<file path="src/rtl/dac_pkg.sv">
// dac_pkg: shared types and default widths for the DAC pattern generator
package dac_pkg;
  localparam int BITS_DEF = 4;
  localparam int DIV_W_DEF = 16;
  typedef enum logic [1:0] {MODE_RAMP_UP, MODE_RAMP_DOWN, MODE_TRIANGLE, MODE_HOLD} mode_t;
  typedef enum logic [1:0] {ST_IDLE, ST_UP, ST_DOWN, ST_HOLD} state_t;
endpackage

</file>
<file path="src/rtl/dac_tick_div.sv">
// dac_tick_div: step prescaler, counts 0..div and flags the wrap cycle as a tick
//   clk/rst : clock, sync active-high reset
//   clr     : force the count back to 0 (idle and run entry)
//   div     : step period minus 1
//   tick    : high in the cycle the count equals div
module dac_tick_div
  import dac_pkg::*;
#(
  parameter int DIV_W = DIV_W_DEF
) (
  input  logic             clk,
  input  logic             rst,
  input  logic             clr,
  input  logic [DIV_W-1:0] div,
  output logic             tick
);
  logic [DIV_W-1:0] cnt_q;
  assign tick = cnt_q == div;
  always_ff @(posedge clk) begin
    if (rst || clr || tick) cnt_q <= '0;
    else cnt_q <= cnt_q + 1'b1;
  end
endmodule

</file>
<file path="src/rtl/dac_pattern_gen.sv">
// dac_pattern_gen: ramp/triangle/hold code sweeps for a resistor-ladder DAC
//   cfg_valid/cfg_ready : config handshake, accepted only in IDLE
//   cfg_mode/div/level  : sweep mode, step period minus 1, hold code
//   enable              : run request level
//   dac_code            : registered code word
//   dac_strobe          : pulse with every new step value
//   sweep_start         : pulse at the start of each sweep
//   busy                : not idle
module dac_pattern_gen
  import dac_pkg::*;
#(
  parameter int BITS  = BITS_DEF,
  parameter int DIV_W = DIV_W_DEF
) (
  input  logic             clk,
  input  logic             rst,
  input  logic             cfg_valid,
  output logic             cfg_ready,
  input  logic [1:0]       cfg_mode,
  input  logic [DIV_W-1:0] cfg_div,
  input  logic [BITS-1:0]  cfg_level,
  input  logic             enable,
  output logic [BITS-1:0]  dac_code,
  output logic             dac_strobe,
  output logic             sweep_start,
  output logic             busy
);
  localparam logic [BITS-1:0] MAX = '1;
  state_t           state_q, state_d;
  mode_t            mode_q, mode_d;
  logic [DIV_W-1:0] div_q, div_d;
  logic [BITS-1:0]  level_q, level_d, code_q, start_d;
  logic             strobe_q, sweep_q, tick, hs;
  assign cfg_ready   = state_q == ST_IDLE;
  assign busy        = !cfg_ready;
  assign dac_code    = code_q;
  assign dac_strobe  = strobe_q;
  assign sweep_start = sweep_q;
  assign hs          = cfg_valid && cfg_ready;
  // A config accepted in the entry cycle applies to that very sweep.
  always_comb begin
    mode_d  = hs ? mode_t'(cfg_mode) : mode_q;
    div_d   = hs ? cfg_div : div_q;
    level_d = hs ? cfg_level : level_q;
    state_d = mode_d == MODE_RAMP_DOWN ? ST_DOWN : mode_d == MODE_HOLD ? ST_HOLD : ST_UP;
    start_d = mode_d == MODE_RAMP_DOWN ? MAX : mode_d == MODE_HOLD ? level_d : '0;
  end
  // The prescaler sits at 0 in idle and restarts whenever a run is entered or aborted.
  dac_tick_div #(.DIV_W(DIV_W)) u_div (
    .clk  (clk),
    .rst  (rst),
    .clr  (state_q == ST_IDLE || !enable),
    .div  (div_q),
    .tick (tick)
  );
  always_ff @(posedge clk) begin
    if (rst) begin
      state_q  <= ST_IDLE;
      mode_q   <= MODE_RAMP_UP;
      div_q    <= '0;
      level_q  <= '0;
      code_q   <= '0;
      strobe_q <= 1'b0;
      sweep_q  <= 1'b0;
    end else begin
      strobe_q <= 1'b0;
      sweep_q  <= 1'b0;
      if (state_q == ST_IDLE) begin
        mode_q  <= mode_d;
        div_q   <= div_d;
        level_q <= level_d;
        code_q  <= '0;
        if (enable) begin
          state_q  <= state_d;
          code_q   <= start_d;
          strobe_q <= 1'b1;
          sweep_q  <= 1'b1;
        end
      end else if (!enable) begin
        state_q <= ST_IDLE;
        code_q  <= '0;
      end else if (tick) begin
        strobe_q <= 1'b1;
        case (state_q)
          ST_UP:
            if (code_q != MAX) code_q <= code_q + 1'b1;
            else if (mode_q == MODE_TRIANGLE) begin
              state_q <= ST_DOWN;
              code_q  <= MAX - 1'b1;
            end else begin
              code_q  <= '0;
              sweep_q <= 1'b1;
            end
          ST_DOWN:
            if (code_q != '0) code_q <= code_q - 1'b1;
            else if (mode_q == MODE_TRIANGLE) begin
              state_q <= ST_UP;
              code_q  <= 1;
              sweep_q <= 1'b1;
            end else begin
              code_q  <= MAX;
              sweep_q <= 1'b1;
            end
          default: ;
        endcase
      end
    end
  end
endmodule

</file>
<file path="config.mk">
export PLATFORM = sky130hd
export DESIGN_NAME = dac_pattern_gen
export DESIGN_NICKNAME = d
export VERILOG_FILES = /design/src/rtl/dac_pkg.sv /design/src/rtl/dac_tick_div.sv /design/src/rtl/dac_pattern_gen.sv
export SDC_FILE = /design/constraint.sdc
export NUM_CORES = 1
export LEC_CHECK = 0
export CORE_ASPECT_RATIO = 0.7
export CORE_MARGIN = 5
export CORE_UTILIZATION = 35
export CTS_CLUSTER_DIAMETER = 80
export DETAILED_ROUTE_END_ITERATION = 7
export PLACE_DENSITY = 0.65
export SLEW_MARGIN = 0
export SYNTH_ARGS = -nofsm -noshare
export SYNTH_HDL_FRONTEND = slang
export SYNTH_HIERARCHICAL = 1
export SYNTH_SLANG_ARGS = --single-unit
</file>
<file path="constraint.sdc">
create_clock -name clk -period 3.35 [get_ports clk]
set_input_delay 0.5025 -clock clk [delete_from_list [all_inputs] [get_ports clk]]
set_output_delay 0.5025 -clock clk [all_outputs]
set_load 0.02 [all_outputs]
</file>
==> results.yml <==
setup_path:
  critPathMaxFanout: 9
  start_kind: "flip-flop"
  critical_path_class: "flip-flop to output pin"
  rrSetupSlack_ns: 1.31
  worstPathArrival_ns: 1.85
  rr_worst_depth: 7
  cp-end-kind: "output pin"
  rr_endpoint: "state_q[1]"
  cp-endpoint: "busy"
  regToRegStartpoint: "u_div/cnt_q[3]"
  cp-startpoint: "state_q[0]"
  worst_ep_required_time_ns: 2.85
global_route:
  antenna_found_initial: 0
  grt-ovfl-total: 0
  first_global_vias: 1942
  grt.total_usage_pct: 12.93
  grt_pass1_wl_mm: 9.432
  grt_max_degree: 32
final_layout:
  syn2layout_area_growth_pct: 18.92
  nets: 352
  final_common_cell: "nand2_1"
  layout_common_cells: "nand2_1, dfxtp_1, clkdlybuf4s50_1"
  drive_gt1_share_pct: 8.723
  diodes: 0
  utilization_pct: 43.25
pwr:
  power_density_nw_per_um2: 664.0
  irDropWorstVdd_uv: 257.2
  p_leak_nw: 0.9583
clocking:
  hold_buffers: 0
  clock_latency_ns: 0.30
  clk_pin_slew_ns: 0.09
  clock-sinks: 46
  post_cts_buffers: 0
  root_buffer: "clkbuf_8"
  cts_buffers: 5
  cts.path.max_buffers: 2
  cts_resized: 0
  h-tree-depth: 2
  cts_tree: "built"
worst_hold_path:
  hold_class: "flip-flop to flip-flop"
sta:
  worst_pin_slew_ns: 0.4074
  tns_ns: 0
  fin_crit_ns: 2.357
  fmax_mhz: 424.3
  rsz0062_at_grt: "no"
  maxSlewHeadroom_pct: 72.80
  hold_violations: 0
  setup_viol: 0
  drv_slew: 0
  min_period_over_period_pct: 70.35
  clock_skew_ns: 0.003343
yosys:
  synth-seq-cells: 46
  synth_area_leaders: "dfxtp_1, xnor2_1, nand2_1"
  avgSynthCellArea_um2: 8.493
  yosysWarnings: 6
  syn_inst: 292
  ys.flop_type: "dfxtp_1"
  ys_types: 53
  synth.top_cell.area_share_pct: 37.13
  synth_largest_area_cell: "dfxtp_1"
  synth_edf_count: 0
  syn-num-nets: 324
  async_reset_ff_share_pct: 0
  netlist_area_um2: 2480
  seq_area_frac_synth_pct: 37.13
die:
  die_area_um2: 8895
  start_util_pct: 36.37
  coreArea_um2: 6819
  io_pins: 34
  rows: 25
  die_height_um: 80.43
  die_x_um: 110.6
routing:
  drt_pass1_iterations: 4
  drt_iter0_drc: 105
  totalWireLength_mm: 5.666
  wl_per_cell_um: 13.65
  route.detailed.drc: 0
  ant_nets: 0
  dr_total_vias: 2129
  vias_per_cell: 5.130
placed_design:
  place_congestion: 0.8864
  io_buffers: 33
  hpwl_mm: 4.176
flow_run:
  maxCapViolCount: 0
outcome:
  status: "finished, final reports clean"
-- cell families (layout without fill, tap and decap cells) --
logic type | after synthesis | count (layout) | share of synthesized area [%]
AO/OA/AOI/OAI | 57 | 57 | 15.44
AND/OR/NAND/NOR | 125 | 125 | 27.65
XOR/XNOR | 29 | 29 | 10.24
multiplexers | 2 | 2 | 0.8577
adder cells (fa/ha/maj) | 6 | 6 | 3.027
buffers and inverters | 27 | 56 | 5.651
flip-flops | 46 | 46 | 37.13
-- state kept, by name (all words and copies together) (netlist names) --
name and count:
dac_strobe 1, state_q 2, u_div/cnt_q 16, div_q 16
mode_q 2, level_q 4, dac_code 4, sweep_start 1
-- report_power, final --
part | switching [mW] | internal (mW) | leakage, nW
sequential | 0.0935 | 0.631 | 0.375
clock | 0.196 | 0.147 | 0.0441
combinational | 0.510 | 0.380 | 0.539
-- layout make-up --
class                           count  area [um2]
Fill cell                         709        3870
Inverter                           11       41.29
Clock inverter                      3       21.27
Timing Repair Buffer               37       360.3
Sequential cell                    46       920.9
Clock buffer                        5       68.82
Multi-Input combinational cell    219        1419
Tap cell                           94       117.6
-- layer usage --
| metal | up-vias | GRT usage, % | wire, um |
|---|---|---|---|
| met5 | - | 0 | 0 |
| met4 | 0 | 4.182 | 57 |
| met3 | 6 | 3.087 | 363 |
| met2 | 72 | 17.92 | 2196 |
| met1 | 970 | 19.30 | 3048 |
| li1 | 1081 | - | - |
-- worst min path at each step --
stage | slack (ns) | cells past startpoint | from | end
final | 0.46 | 2 | level_q[3] | level_q[3]
after global routing | 0.47 | 2 | level_q[1] | level_q[1]
after CTS | 0.46 | 2 | level_q[1] | level_q[1]
after detailed placement | 0.45 | 2 | level_q[1] | level_q[1]
after global placement | 0.44 | 2 | level_q[0] | level_q[0]
after floorplan | 0.43 | 2 | level_q[0] | level_q[0]
-- worst max-delay path: stages, from the launching register on --
cell and delay, ns:
dfxtp_1 0.36, inv_1 0.07, ha_1 0.33, inv_2 0.17
clkdlybuf4s50_1 0.62
-- synth_stat cells, types with 4 or more instances --
library cell and number:
a21oi_1 25, a311oi_1 4, a31oi_1 4, clkbuf_1 6, dfxtp_1 46, ha_1 6, inv_1 9, nand2_1 55
nand3_1 5, nand4_1 6, nor2_1 10, nor3_1 18, nor3b_1 4, xnor2_1 27
-- through the flow --
| stage | area, um2 | hold WS (ns) | power, mW | setup slack [ns] | instances |
|---|---|---|---|---|---|
| finish | 2949 | 0.4591 | 1.958 | 0.9931 | 415 |
| global route | 2949 | 0.4711 | 2.085 | 0.9260 | 415 |
| floorplan | 2480 | 0.4311 | 1.365 | 1.235 | 292 |
| global placement | 2859 | 0.4372 | 1.619 | 1.224 | 407 |
| detailed placement | 2859 | 0.4474 | 1.623 | 1.169 | 407 |
| CTS | 2949 | 0.4602 | 1.965 | 0.9899 | 415 |
Note: power is estimated with default switching activity, not from simulation.
